File: src/rtl/hazard_pkg.sv
// -----------------------------------------------------------------------------
// hazard_pkg
// Shared types and helpers for the load-use hazard / stall controller.
//   hz_state_t   : controller state (RUN, LOAD_WAIT)
//   OP_*         : MIPS I-type opcodes whose rt field is a destination
//   rt_is_dest() : 1 when the opcode writes rt rather than reading it
// -----------------------------------------------------------------------------
package hazard_pkg;

    typedef enum logic [0:0] {
        RUN       = 1'b0,
        LOAD_WAIT = 1'b1
    } hz_state_t;

    localparam logic [5:0] OP_LW    = 6'b100011;
    localparam logic [5:0] OP_XORI  = 6'b001110;
    localparam logic [5:0] OP_ADDI  = 6'b001000;
    localparam logic [5:0] OP_ADDIU = 6'b001001;
    localparam logic [5:0] OP_ANDI  = 6'b001100;
    localparam logic [5:0] OP_ORI   = 6'b001101;
    localparam logic [5:0] OP_SLTI  = 6'b001010;
    localparam logic [5:0] OP_SLTIU = 6'b001011;
    localparam logic [5:0] OP_LUI   = 6'b001111;

    // An rt that is only written by the ID instruction cannot be a load-use
    // dependency, so a match on it must not stall.
    function automatic logic rt_is_dest(input logic [5:0] op);
        logic res;
        case (op)
            OP_LW, OP_XORI, OP_ADDI, OP_ADDIU, OP_ANDI,
            OP_ORI, OP_SLTI, OP_SLTIU, OP_LUI: res = 1'b1;
            default:                           res = 1'b0;
        endcase
        return res;
    endfunction

endpackage

File: src/rtl/reg_match_cmp.sv
// -----------------------------------------------------------------------------
// reg_match_cmp
// Register-index equality compare with optional $zero exemption.
//   a     in  AW  load destination register (EX rt)
//   b     in  AW  source register being checked (ID rs or rt)
//   match out 1   a==b, suppressed for a==0 when ZERO_EXEMPT is set
// -----------------------------------------------------------------------------
module reg_match_cmp #(
    parameter int AW          = 5,
    parameter int ZERO_EXEMPT = 1
) (
    input  logic [AW-1:0] a,
    input  logic [AW-1:0] b,
    output logic          match
);

    // Writes to $zero are discarded, so they never create a real dependency.
    assign match = (a == b) && !((ZERO_EXEMPT != 0) && (a == '0));

endmodule

File: src/rtl/hazard_stall_unit.sv
// -----------------------------------------------------------------------------
// hazard_stall_unit
// Load-use hazard detector and pipeline stall/freeze controller (ID/EX).
//   clk, rst_n        clock, async active-low reset
//   ex_mem_read,ex_rt load in EX and its destination register
//   id_valid,id_rs,
//   id_rt,id_op       instruction currently in ID
//   mem_req,mem_ready MEM-stage data access handshake
//   flush_req         squash the ID instruction
//   stall_cnt_clr     synchronous clear of stall_cycles
//   pc_we,ifid_we     front-end write enables
//   idex_bubble       insert NOP into ID/EX
//   pipe_freeze       hold ID/EX, EX/MEM, MEM/WB
//   stall_cycles      saturating count of cycles with pc_we==0
//   mem_timeout_err   sticky flag: memory frozen longer than MEM_TIMEOUT
// -----------------------------------------------------------------------------
module hazard_stall_unit
    import hazard_pkg::*;
#(
    parameter int REG_AW      = 5,
    parameter int OP_W        = 6,
    parameter int LOAD_LAT    = 1,
    parameter int ZERO_EXEMPT = 1,
    parameter int MEM_TIMEOUT = 255,
    parameter int CNT_W       = 32
) (
    input  logic              clk,
    input  logic              rst_n,
    input  logic              ex_mem_read,
    input  logic [REG_AW-1:0] ex_rt,
    input  logic              id_valid,
    input  logic [REG_AW-1:0] id_rs,
    input  logic [REG_AW-1:0] id_rt,
    input  logic [OP_W-1:0]   id_op,
    input  logic              mem_req,
    input  logic              mem_ready,
    input  logic              flush_req,
    input  logic              stall_cnt_clr,
    output logic              pc_we,
    output logic              ifid_we,
    output logic              idex_bubble,
    output logic              pipe_freeze,
    output logic [CNT_W-1:0]  stall_cycles,
    output logic              mem_timeout_err
);

    localparam int               FRZ_W     = (MEM_TIMEOUT < 1) ? 1 : $clog2(MEM_TIMEOUT + 1);
    localparam logic [3:0]       LAT_INIT  = 4'(LOAD_LAT - 1);
    localparam logic [FRZ_W-1:0] FRZ_LIMIT = FRZ_W'(MEM_TIMEOUT);

    hz_state_t          state_q, state_d;
    logic [3:0]         lat_cnt_q, lat_cnt_d;
    logic [CNT_W-1:0]   stall_cycles_q, stall_cycles_d;
    logic [FRZ_W-1:0]   frz_cnt_q, frz_cnt_d;
    logic               timeout_err_q, timeout_err_d;

    logic               rs_match;
    logic               rt_match;
    logic               hazard;
    logic               freeze;
    logic [5:0]         op6;

    reg_match_cmp #(.AW(REG_AW), .ZERO_EXEMPT(ZERO_EXEMPT)) u_rs_cmp (
        .a     (ex_rt),
        .b     (id_rs),
        .match (rs_match)
    );

    reg_match_cmp #(.AW(REG_AW), .ZERO_EXEMPT(ZERO_EXEMPT)) u_rt_cmp (
        .a     (ex_rt),
        .b     (id_rt),
        .match (rt_match)
    );

    assign op6    = 6'(id_op);
    assign hazard = ex_mem_read && id_valid && (rs_match || (rt_match && !rt_is_dest(op6)));
    assign freeze = mem_req && !mem_ready;

    // Stall outputs are combinational so the bubble goes in the same cycle
    // the hazard is seen. Reset forces the idle pattern regardless of inputs.
    always_comb begin
        pc_we       = 1'b1;
        ifid_we     = 1'b1;
        idex_bubble = 1'b0;
        pipe_freeze = 1'b0;
        if (rst_n) begin
            if (freeze) begin
                pipe_freeze = 1'b1;
                pc_we       = 1'b0;
                ifid_we     = 1'b0;
            end else if (!flush_req && ((state_q == LOAD_WAIT) || hazard)) begin
                pc_we       = 1'b0;
                ifid_we     = 1'b0;
                idex_bubble = 1'b1;
            end
        end
    end

    // The first stall cycle happens in RUN, so LOAD_WAIT covers the remaining
    // LOAD_LAT-1 cycles. A freeze holds the FSM wherever it is.
    always_comb begin
        state_d   = state_q;
        lat_cnt_d = lat_cnt_q;
        if (!freeze) begin
            case (state_q)
                RUN: begin
                    if (!flush_req && hazard && (LOAD_LAT > 1)) begin
                        state_d   = LOAD_WAIT;
                        lat_cnt_d = LAT_INIT;
                    end
                end
                LOAD_WAIT: begin
                    if (flush_req || (lat_cnt_q <= 4'd1)) begin
                        state_d   = RUN;
                        lat_cnt_d = '0;
                    end else begin
                        lat_cnt_d = lat_cnt_q - 4'd1;
                    end
                end
                default: begin
                    state_d   = RUN;
                    lat_cnt_d = '0;
                end
            endcase
        end
    end

    always_comb begin
        stall_cycles_d = stall_cycles_q;
        if (stall_cnt_clr) begin
            stall_cycles_d = '0;
        end else if (!pc_we && (stall_cycles_q != '1)) begin
            stall_cycles_d = stall_cycles_q + 1'b1;
        end
    end

    // frz_cnt saturates at the limit; the flag latches on the first frozen
    // edge that sees the limit already reached.
    always_comb begin
        frz_cnt_d     = '0;
        timeout_err_d = timeout_err_q;
        if (freeze) begin
            frz_cnt_d = (frz_cnt_q == FRZ_LIMIT) ? frz_cnt_q : frz_cnt_q + 1'b1;
            if (frz_cnt_q == FRZ_LIMIT) begin
                timeout_err_d = 1'b1;
            end
        end
    end

    always_ff @(posedge clk or negedge rst_n) begin
        if (!rst_n) begin
            state_q        <= RUN;
            lat_cnt_q      <= '0;
            stall_cycles_q <= '0;
            frz_cnt_q      <= '0;
            timeout_err_q  <= 1'b0;
        end else begin
            state_q        <= state_d;
            lat_cnt_q      <= lat_cnt_d;
            stall_cycles_q <= stall_cycles_d;
            frz_cnt_q      <= frz_cnt_d;
            timeout_err_q  <= timeout_err_d;
        end
    end

    assign stall_cycles    = stall_cycles_q;
    assign mem_timeout_err = timeout_err_q;

endmodule

File: config.mk
export PLATFORM = sky130hd
export DESIGN_NAME = hazard_stall_unit
export DESIGN_NICKNAME = d
export VERILOG_FILES = /design/src/rtl/hazard_pkg.sv /design/src/rtl/reg_match_cmp.sv /design/src/rtl/hazard_stall_unit.sv
export SDC_FILE = /design/constraint.sdc
export NUM_CORES = 1
export LEC_CHECK = 0
export ABC_AREA = 1
export BUFFER_PORTS_ARGS = -buffer_cell sky130_fd_sc_hd__buf_2
export CAP_MARGIN = 25
export CORE_MARGIN = 4
export CORE_UTILIZATION = 58
export CTS_BUF_LIST = sky130_fd_sc_hd__clkbuf_8
export CTS_CLUSTER_SIZE = 28
export DETAILED_ROUTE_END_ITERATION = 8
export PLACE_DENSITY = 0.92
export SYNTH_ARGS = -nofsm -noshare
export SYNTH_HDL_FRONTEND = slang
export SYNTH_HIERARCHICAL = 1
export SYNTH_SLANG_ARGS = --single-unit
File: constraint.sdc
create_clock -name clk -period 2.34 [get_ports clk]
set_input_delay 0.351 -clock clk [delete_from_list [all_inputs] [get_ports clk]]
set_output_delay 0.351 -clock clk [all_outputs]
set_load 0.02 [all_outputs]
# Word level (Yosys, flattened, before mapping)
# Index checks and enable logic that the tools add are counted.
# word_totals
regBits,46
in_bits,29
output_inout_bits,37
word_cells,61
# classes
add_sub_neg,3
order_cmp,1
n_eq_ne,14
n_mux,16
bitwise,1
n_reduce_logical,21
# op_table
op,count
2-to-1 mux 32 bit,2
equality test 6 x 4 -> 1 bit (second input constant),8
adder 32 x 1 -> 32 bit (second input constant),1
!= test 32 bit (second input constant),1
2-to-1 mux 8 bit,2
2-to-1 mux 1 bit,11
equality test 5 bit,2
OR reduction 9 bit,1
adder 8 x 1 -> 8 bit (second input constant),1
equality test 8 bit (second input constant),1
logical AND 1 bit,8
equality test 6 bit (second input constant),1
logical NOT 1 bit,5
logical NOT 5 bit,1
<= comparator 4 x 1 -> 1 bit (second input constant),1
2-to-1 mux 4 bit,1
AND reduction 2 bit,2
subtractor 4 x 1 -> 4 bit (second input constant),1
logical OR 1 bit,3
!= test 2 bit (second input constant),1
nonzero test 2 bit,1
inverter 1 bit,1

# Logic depth before layout (Yosys ltp)
# Gate-level depths: netlist of the first run.
# depth
depth_word,16
mapped_depth,16
ltp_nobuf,15

# Modules after synthesis
# Netlist of the first run, hierarchy kept.
# by_module_without_submodules
mod,n_inst,cells_per_inst,area_per_inst_um2,seq_area_each_um2
hazard_stall_unit,1,489,3228.1,1151.1
reg_match_cmp,2,30,118.9,0.0

# Least setup slack after synthesis of the first run
# Ideal clock, no wire load.
# synth_path
path_type,input port to output port
start,input port mem_req
end,output port pc_we
t_arrival_ps,1788
required_time_ps,1989
path_slack_ps,201
cell_stages,9
cell_sequence,inv_1 > nor2_1 > inv_1 > nor2_1 > inv_1 > nand2_1 > clkbuf_1 > inv_1 > buf_4
# synth_via
elab_chain_cells,3
# synth_rtl
item,line,rtl
start: declaration,hazard_stall_unit.sv:35,"input logic mem_req,"
logical AND 1 bit,hazard_stall_unit.sv:77,assign freeze = mem_req && !mem_ready;
2-to-1 mux 1 bit (2 in a row),-,
end: declaration,hazard_stall_unit.sv:39,"output logic pc_we,"
# No other way between the ends.

# Worst setup path after layout of the first run
# layout_path
start,"register stall_cycles_q[0], in the netlist stall_cycles[0]"
end,"register stall_cycles_q[1], in the netlist stall_cycles[1]"
# layout_via
elab_chain_cells,3
elab_cells_between_ends,6
classes_between,add/sub: 1; eq/ne: 1; mux: 2; reduce/logical: 2
# layout_rtl
item,line,rtl
start: declaration,hazard_stall_unit.sv:53,"logic [CNT_W-1:0] stall_cycles_q, stall_cycles_d;"
start signal: assignment,hazard_stall_unit.sv:160,stall_cycles_q <= stall_cycles_d;
adder 32 x 1 -> 32 bit / != test 32 bit (equally long branches),"hazard_stall_unit.sv:133, hazard_stall_unit.sv:132",
2-to-1 mux 32 bit / logical AND 1 bit (equally long branches),hazard_stall_unit.sv:132,end else if (!pc_we && (stall_cycles_q != '1)) begin
2-to-1 mux 32 bit / nonzero test 2 bit (equally long branches),-,
# Parallel ways exist; a longest one is shown, timed or not. The select of a mux whose other input is x is not followed.
# A chain may end at the register's enable or synchronous reset.

==> flow_summary.toml, run 1 <==
[run_status]
outcome = "complete, no violations"

[floorplanning]
coreArea_um2 = 5640
io_pins = 66
initial_core_util_pct = 61.4
die_h_um = 85.3
die-area_um2 = 7280
fp.dieW_um = 85.3
rows = 27

[power]
swShare_pct = 26.7
seq_power_share_pct = 50.8
p_int_w = 0.00120
p_per_area_nw_per_um2 = 412
power_w = 0.00163
total_leakage_power_nw = 2.28
power.clock.fraction_pct = 37.6
comb_power_share_pct = 11.6
ir_drop_v = 0.000308
p_switching_w = 0.000436

[clock_tree]
cts.htree.levels = 2
cts-resized-gates = 0
cts_sinks = 46
postCtsHoldBufs = 0
insertion_delay_ns = 0.31
numCtsBuffers = 5
cts_setup_buffers = 0
cts_root_buf = "clkbuf_8"
path_clk_slew_ns = 0.09
cts_tree = "yes"
clock_path_buffers = 2

[critical_path]
cpMostUsedCell = "nand2_1"
cp_top_family = "simple AND/OR/NAND/NOR gates"
crit_type = "reg2reg"
crit_chain = "ha_1, nand2_1, inv_1, nand3_2, inv_2, nand2_2, nor3_4, nand4_4, nand2_4, nand3_1, nand2_1"
cp.arrival_ns = 2.36
endpoint_kind = "flop"
cp_num_buf_inv = 2
worstPathRequired_ns = 2.59
cpPeakStageDelay_ns = 0.46
slowest_stage = "dfrtp_1"
cp_max_fo = 32
cp-start-kind = "flop"

[global_route]
grt_pass1_wl_um = 15600
antenna_found_initial = 0
grt_max_degree = 47
first_global_vias = 3449
gr-total-overflow = 0
track_usage_pct = 26.3

[timing]
fin_skew_ns = 0.00613
slew_headroom_pct = 54.9
rsz0062_at_grt = "no"
finalSetupViolCount = 0
period_share_pct = 90.3
final-max-slew-violation-count = 0
worst_pin_slew_ns = 0.672
holdWs_ns = 0.140
max_freq_mhz = 473
hold_viol_final = 0
finalSetupTns_ns = 0
fin_crit_ns = 2.11

[logic_synthesis]
synthArstFlopShare_pct = 100
yosysSeqAreaShare_pct = 33.2
synth_top_area_cell = "dfrtp_1"
synth_top_area_share_pct = 33.2
yosysMostFrequentCell = "nand2_1"
synth_cell_types = 31
synthCells = 549
ys_warn_count = 6
ys_top_cells_by_count = "nand2_1, inv_1, nor2_1, nand3_1, dfrtp_1"
synth_area_per_cell_um2 = 6.31
ys_ff_latch = 46
syn_nets = 582
syn-cell-area_um2 = 3470
synthTopCellsByArea = "dfrtp_1, nand2_1, inv_1, nand3_1, nor2_1"
synth-edff-count = 0
synthFlopType = "dfrtp_1"

[worst_hold_path]
hold_class = "in2async"

[finish]
drive_above_1_share_pct = 15.2
area.growth.synth_to_final_pct = 14.4
antennaDiodeCount = 0
instances_no_fill = 684
fin_nets = 644
finish.utilization_pct = 70.3

[detailed_routing]
vias = 3677
wl_per_cell_um = 13.6
drc = 0
ant_nets = 0
drt_iter0_drc = 278
routed_wl_um = 9310
routed_via_density = 5.38
drt_first_pass_iters = 5

[placed_design]
dp_cells = 676
io_buffers = 65
hpwl_um = 7120
place_congestion = 0.971

[flow_run]
drv_cap = 0
power groups by stage:
stage | sequential [W] | clock [W] | combinational [W]
finish | 0.000829 | 0.000614 | 0.000189
global route | 0.000831 | 0.000643 | 0.000216
CTS | 0.000828 | 0.000618 | 0.000190
detailed placement | 0.000843 | 0 | 0.000190
global placement | 0.000841 | 0 | 0.000176
floorplan | 0.000841 | 0 | 0.000112
sequential cells by signal, indices dropped and copies added, names as in the netlist:
signal	cells
stall_cycles	32
frz_cnt_q	8
mem_timeout_err	1
lat_cnt_q	4
state_q	1
kinds of logic after synthesis:
family / after synthesis / share of synthesized area (%)
simple gates: 348 / 44.5
compound gates: 20 / 3.36
fa+ha+maj: 4 / 1.44
buf+inv: 114 / 13.2
xor+xnor: 17 / 4.30
flops: 46 / 33.2
layout by cell type, fill, tap and decap left out, drive strengths merged:
cell      count
nor3         18
o21ai         7
clkbuf        5
xnor2         8
o21a          1
nor2         66
a31oi         2
nand2       179
a2bb2oi       1
nand3        50
clkinvlp      2
ha            4
xor2          9
nand4        34
or2           1
o31ai         1
inv          97
a21boi        2
bufinv        1
dfrtp        46
a21oi         6
buf          72
metrics by stage:
step / instance area, µm² / setup WS (ns)
3_5_place_dp: 3850 / 0.267
3_3_place_gp: 3850 / 0.372
2_1_floorplan: 3470 / 0.201
4_1_cts: 3970 / 0.239
5_1_grt: 3970 / 0.104
6_report: 3970 / 0.226
final timing paths:
path | cells after the start | endpoint | slack (ns) | from
setup / recovery | 11 | stall_cycles[1] | 0.23 | stall_cycles[0]
max in group asynchronous | 2 | stall_cycles[23] | 1.81 | rst_n
hold / removal | 2 | mem_timeout_err | 0.14 | rst_n
hold reg to reg | 2 | mem_timeout_err | 0.49 | mem_timeout_err
setup reg to reg | 11 | stall_cycles[1] | 0.23 | stall_cycles[0]
min in group clk | 4 | state_q | 0.40 | mem_ready
layout make-up:
class / instances / area [µm²]
clock buffers: 5 / 68.8
clock inverters: 3 / 45.0
fillers: 504 / 1680
inverters: 97 / 364
multi-input cells: 389 / 1860
flip-flops and latches: 46 / 1150
well taps: 72 / 90.1
repair buffers: 72 / 390
per-layer routing:
| metal | wire length [µm] | part of all wire [%] | vias to the layer above | GRT usage, % |
|---|---|---|---|---|
| met5 | 0 | 0 | - | 0 |
| met4 | 144 | 1.5 | 0 | 6.91 |
| met1 | 4020 | 43 | 1686 | 34.2 |
| met2 | 4500 | 48 | 143 | 44.9 |
| met3 | 641 | 6.9 | 16 | 4.95 |
| li1 | - | - | 1832 | - |
worst reg2reg max path, delay by kind of cell (launching register included):
kind | cells | cell delay (ns)
and+or+nand+nor | 8 | 1.15
buffers and inverters | 2 | 0.19
DFF | 1 | 0.46
adders and majority gates | 1 | 0.25
No activity file was read; power rests on OpenSTA's default activity.
==> run 2: changes to the inputs <==
Settings changed: ABC_AREA 1 to not set, CORE_UTILIZATION 58 to 55, PLACE_DENSITY 0.92 to 0.91.
==> run 2 against run 1 <==
  * The flow now finishes with violations (negative setup slack)
  * First-iteration DRC count shrank 6.1%
  * Non-clock buffer count grew 17
  * Flip-flop and latch count is the same
  * Critical path type is now in2reg
  * Sequential power shrank 3.3%
  * Wire length shrank 8.9%
  * Sequential share of layout area grew 2.3 points
  * Fmax shrank 16%
  * Clock skew grew 0.0019 ns
  * Largest power group unchanged
  * Via count shrank 24%
  * Global-route usage shrank 2.0 points
==> flow_summary.toml, run 2 <==
[run_status]
outcome = "complete, but fails checks"
violations = "negative setup slack"

[placed_design]
dp_cells = 415
place_congestion = 0.829
hpwl_um = 4740
placed_area_um2 = 3120
io_buffers = 65

[global_route]
track_usage_pct = 24.3
grtUsageMet3_pct = 5.04
top_usage_layer = "met2"
grt_use_met2_pct = 42.2
gr-total-overflow = 0
use_met1_pct = 29.5
antenna_found_initial = 0
grt_max_degree = 48
first_global_vias = 2667
grt_pass1_wl_um = 12000

[power]
power_w = 0.00149
ir_drop_v = 0.000434
total_leakage_power_nw = 1.64
p_per_area_nw_per_um2 = 405

[detailed_routing]
ant_nets = 0
routed_via_density = 6.45
vias = 2800
wl_per_cell_um = 19.5
drt_first_pass_iters = 5
drc = 0
drt_iter0_drc = 261
routed_wl_um = 8480

[finish]
fill_cells = 260
fin_nets = 414
final_cell_area_um2 = 3680
drive_above_1_share_pct = 39.0
mostFrequentLayoutCell = "buf_2"
area.growth.synth_to_final_pct = 39.3
multi_input_area_um2 = 1700
seq_area_um2 = 1150
antennaDiodeCount = 0
instances_no_fill = 434
layout_common_cells = "buf_2, dfrtp_1, nor2_1"
largest_reg_flops = 32

[critical_path]
crit_chain = "buf_8, buf_4, xnor2_2, nand4_1, a21oi_2, buf_4, a21oi_2, o41ai_4, buf_6, nand3_4, buf_6, or4_4, a21oi_2"
cpMostUsedCell = "a21oi_2"
slowest_stage = "or4_4"
timing.rr.end = "stall_cycles[7]"
endpoint_kind = "flop"
reg2reg_from = "stall_cycles[0]"
worstPathRequired_ns = 2.56
cp-start-kind = "input pin"
cp_max_fo = 7
cpPeakStageDelay_ns = 0.49
cp.arrival_ns = 2.73
r2r_setup_slack_ns = 0.04
crit_type = "in2reg"
reg2regPathDepth = 8

[logic_synthesis]
synth_top_area_cell = "dfrtp_1"
syn-cell-area_um2 = 2640
synth_cell_types = 41
yosysSeqAreaShare_pct = 43.6
ys_top_cells_by_count = "dfrtp_1, nor2_1, nand2_1, nand3_1, xor2_1"
ys_warn_count = 6
synthFlopType = "dfrtp_1"
yosysMostFrequentCell = "dfrtp_1"
synthArstFlopShare_pct = 100
synth-edff-count = 0
synth_top_area_share_pct = 43.6
ys_ff_latch = 46
synthTopCellsByArea = "dfrtp_1, xor2_1, nor2_1, nand3_1, nand4_1"
synth_area_per_cell_um2 = 8.98
syn_nets = 327
synthCells = 294

[flow_run]
drv_cap = 0

[floorplanning]
fp.dieW_um = 77.3
coreArea_um2 = 4500
die_h_um = 77.3
initial_core_util_pct = 58.6
die-area_um2 = 5970
io_pins = 66
rows = 24

[timing]
slew_headroom_pct = 51.9
fin_crit_ns = 2.51
finalSetupViolCount = 22
setup_ws_ns = -0.170
period_share_pct = 107
rsz0062_at_grt = "yes"
fin_skew_ns = 0.00803
hold_viol_final = 0
max_freq_mhz = 398
holdWs_ns = 0.301
final-max-slew-violation-count = 0
worst_pin_slew_ns = 0.716

[worst_hold_path]
hold_class = "in2async"

[clock_tree]
numCtsBuffers = 5
path_clk_slew_ns = 0.09
clock_path_buffers = 2
cts_root_buf = "clkbuf_8"
cts_sinks = 46
postCtsHoldBufs = 0
insertion_delay_ns = 0.30
cts_tree = "yes"
cts.htree.levels = 2
[run 2: worst max-delay path by stage]
stage | from | to | slack (ns) | depth (start not counted)
after floorplan | ex_rt[0] | pc_we | -0.01 | 8
final | ex_rt[3] | stall_cycles[19] | -0.17 | 13
after global routing | ex_rt[3] | stall_cycles[19] | -0.26 | 13
after global placement | ex_rt[3] | stall_cycles[25] | -0.34 | 11
after CTS | ex_rt[3] | pc_we | -0.14 | 9
after detailed placement | ex_rt[1] | stall_cycles[19] | -0.47 | 10
[run 2: what timing repair did]
item | 4_1_cts | 5_1_grt
cloned | 2 | 1
pin swaps | 9 | 16
gates resized for setup | 20 | 54
endpoints found under the setup margin | 31 | 35
buffers inserted | 5 | 4
[run 2: kinds of logic after synthesis]
logic type      count (synthesis)  share of synthesized area, %
compound gates                 48                          11.9
xor+xnor                       30                          9.95
flops                          46                          43.6
mux                             2                         0.758
simple gates                  148                          29.4
buf+inv                        16                          2.51
fa+ha+maj                       4                          1.90
[run 2: power by group]
part | switching [W] | total [W] | internal, W
clock network | 0.000276 | 0.000514 | 0.000238
registers | 0.00000386 | 0.000802 | 0.000798
logic | 0.0000932 | 0.000174 | 0.0000806
[run 2: per-layer routing]
layer | vias to the layer above | part of all wire (%)
met5 | - | 0
met2 | 174 | 51
met4 | 0 | 4.0
met3 | 43 | 7.9
li1 | 1231 | -
met1 | 1352 | 37
[run 2: per-stage QoR]
step                      setup slack (ns)  util (%)  TNS, ns
after global placement              -0.336      69.2    -9.22
after floorplan                    -0.0100         -  -0.0100
after CTS                           -0.137      75.0   -0.631
after global routing                -0.264      81.6    -4.13
final                               -0.170      81.6    -1.61
after detailed placement            -0.467      69.2   -11.70
[run 2: worst max-delay path: cells and delay by family]
family / cells / cell delay, ns
AOI/OAI and AO/OA: 4 / 0.77
buffers and inverters: 5 / 0.74
and+or+nand+nor: 3 / 0.70
xor gates and xnor gates: 1 / 0.16
[run 2: layout make-up]
class	instances	share of cell area (%)
repair buffers	89	17.0
clock inverters	2	0.340
flip-flops and latches	46	31.3
inverters	7	1.09
multi-input cells	232	46.2
well taps	52	1.77
clock buffers	6	2.25
==> run 3: changes to the inputs <==
Settings changed: SYNTH_HIERARCHICAL 1 to not set.
==> run 3 against run 2 <==
  * The run now ends clean
  * Register-to-register slack better by 0.12 ns
  * Clock skew up 0.00058 ns
  * Critical path depth down 6
  * Via count down 12%
  * Cell count decreased by 4.1%
==> flow_summary.toml, run 3 <==
[clock_tree]
cts.htree.levels = 2
insertion_delay_ns = 0.30
cts_sinks = 46
path_clk_slew_ns = 0.09
postCtsHoldBufs = 0
cts_tree = "yes"
cts_root_buf = "clkbuf_8"
numCtsBuffers = 5
clock_path_buffers = 2

[logic_synthesis]
ys_top_cells_by_count = "dfrtp_1, nor2_1, xnor2_1, nor3_1, nand2_1"
synthTopCellsByArea = "dfrtp_1, xnor2_1, nor2_1, nor3_1, nand3_1"
synth_cell_types = 41
synth-edff-count = 0
synth_area_per_cell_um2 = 9.15
yosysSeqAreaShare_pct = 44.6
synth_top_family_by_area = "simple AND/OR/NAND/NOR gates"
synthFlopType = "dfrtp_1"
synth_top_area_cell = "dfrtp_1"
synthSimpleGateAreaFrac_pct = 27.5
syn-cell-area_um2 = 2580
synth_xor_area_share_pct = 13.2
synthAdderAreaFrac_pct = 1.94
synthMuxAreaShare_pct = 0.776
synthCells = 282
synth_top_area_share_pct = 44.6
syn_nets = 315
ys_warn_count = 0
ys_ff_latch = 46
synth_compound_area_share_pct = 8.49
synthArstFlopShare_pct = 100
yosysMostFrequentCell = "dfrtp_1"

[timing]
holdWs_ns = 0.170
worst_pin_slew_ns = 0.583
fin_skew_ns = 0.00861
period_share_pct = 96.0
hold_viol_final = 0
rsz0062_at_grt = "yes"
fin_crit_ns = 2.25
slew_headroom_pct = 61.1
finalSetupViolCount = 0
max_freq_mhz = 445
final-max-slew-violation-count = 0

[finish]
multi_input_area_um2 = 1350
fill_cells = 328
layout_common_cells = "buf_2, dfrtp_1, nor2_1"
area.growth.synth_to_final_pct = 22.6
mostFrequentLayoutCell = "buf_2"
antennaDiodeCount = 0
seq_area_um2 = 1150
drive_above_1_share_pct = 26.1
largest_reg_flops = 32
fin_nets = 396

[power]
power_w = 0.00141
total_leakage_power_nw = 1.45
ir_drop_v = 0.000368
p_per_area_nw_per_um2 = 446

[placed_design]
hpwl_um = 4600
place_congestion = 0.835
io_buffers = 65

[floorplanning]
fp.dieW_um = 76.5
die_h_um = 76.5
io_pins = 66
initial_core_util_pct = 58.1
coreArea_um2 = 4440
rows = 24
die-area_um2 = 5850

[critical_path]
cp_max_fo = 12
cpPeakStageDelay_ns = 0.55
cp_top_family = "simple AND/OR/NAND/NOR gates"
crit_chain = "buf_2, or4_1, o2111ai_1, a21o_1, a31o_1, buf_6, buf_2"
crit_type = "in2out"
cp.arrival_ns = 1.90
worstPathRequired_ns = 1.99
cp-start-kind = "input pin"
endpoint_kind = "output port"
slowest_stage = "or4_1"
cpMostUsedCell = "buf_2"
cp_num_buf_inv = 3

[global_route]
grt_max_degree = 47
track_usage_pct = 23.0
grt_pass1_wl_um = 11200
first_global_vias = 2465
gr-total-overflow = 0
antenna_found_initial = 0

[flow_run]
drv_cap = 0

[detailed_routing]
wl_per_cell_um = 15.6
vias = 2478
drt_first_pass_iters = 5
drt_iter0_drc = 241
routed_via_density = 5.96
routed_wl_um = 6510
drc = 0
ant_nets = 0

[worst_hold_path]
hold_class = "in2async"

[run_status]
outcome = "complete, no violations"
## run 3: changes by cell type after synthesis, sizes merged, moves of 6 or more
cell and change:
xnor2 +20, nor3 +12, xor2 -11, a21oi -8, nand2 -8, nand3 -8
nor2 +7, nand4 -6, nor4 +6, o21ai -6, or3 -6
## run 3: report_power, final
group	internal, W	total [W]	switching (W)
Clock	0.000234	0.000499	0.000265
Sequential	0.000797	0.000799	0.00000216
Combinational	0.0000443	0.000112	0.0000673
## run 3: kinds of logic (layout without fill, tap and decap cells)
group / Yosys count / in the layout
simple gates: 138 / 138
flops: 46 / 46
xor+xnor: 39 / 39
compound gates: 35 / 35
buf+inv: 18 / 100
fa+ha+maj: 4 / 4
mux: 2 / 2
## run 3: per-stage QoR
stage / setup slack, ns / instance area (µm²) / cells / util [%] / TNS (ns)
final: 0.0927 / 3160 / 416 / 71.1 / 0
after global routing: -0.00195 / 3160 / 416 / 71.1 / -0.00238
after CTS: 0.0866 / 3140 / 415 / 70.7 / 0
after detailed placement: 0.0169 / 3050 / 407 / 68.6 / 0
after global placement: 0.111 / 3050 / 407 / 68.6 / 0
after floorplan: 0.0603 / 2580 / 282 / - / 0
## run 3: per-layer routing
| layer | share of wire, % | GRT usage (%) | up-vias |
|---|---|---|---|
| li1 | - | - | 1163 |
| met5 | 0 | 0 | - |
| met1 | 42 | 29.4 | 1196 |
| met3 | 4.8 | 5.08 | 23 |
| met4 | 3.3 | 10.9 | 0 |
| met2 | 49 | 36.9 | 96 |
## run 3: worst reg2reg max path: stages (launching register included)
cell and delay [ns]:
dfrtp_1 0.45, ha_1 0.26, and3_1 0.21, nand3_1 0.13
nor3_2 0.06, or2_1 0.30, or4_1 0.53, a21oi_1 0.17
## run 3: what timing repair did
action,CTS,global route
endpoints found under the hold margin,0,0
gates resized for setup,0,2
buffers inserted,0,1
endpoints found under the setup margin,0,32
## run 3: layout make-up
type	count	area share (%)
Sequential cell	46	36.4
Timing Repair Buffer	85	15.2
Clock inverter	2	0.277
Inverter	7	0.831
Clock buffer	6	2.61
Tap cell	52	2.06
Multi-Input combinational cell	218	42.7
## run 3: final timing paths
check / start / end / slack, ns / depth (start not counted)
worst max-delay path: ex_rt[1] / ifid_we / 0.09 / 7
worst min-delay path: rst_n / stall_cycles[19] / 0.17 / 2
worst max register to register: stall_cycles[1] / stall_cycles[25] / 0.16 / 7
worst min register to register: mem_timeout_err / mem_timeout_err / 0.48 / 1
max in group asynchronous: rst_n / stall_cycles[16] / 1.77 / 2
min in group clk: flush_req / lat_cnt_q[2] / 0.43 / 4
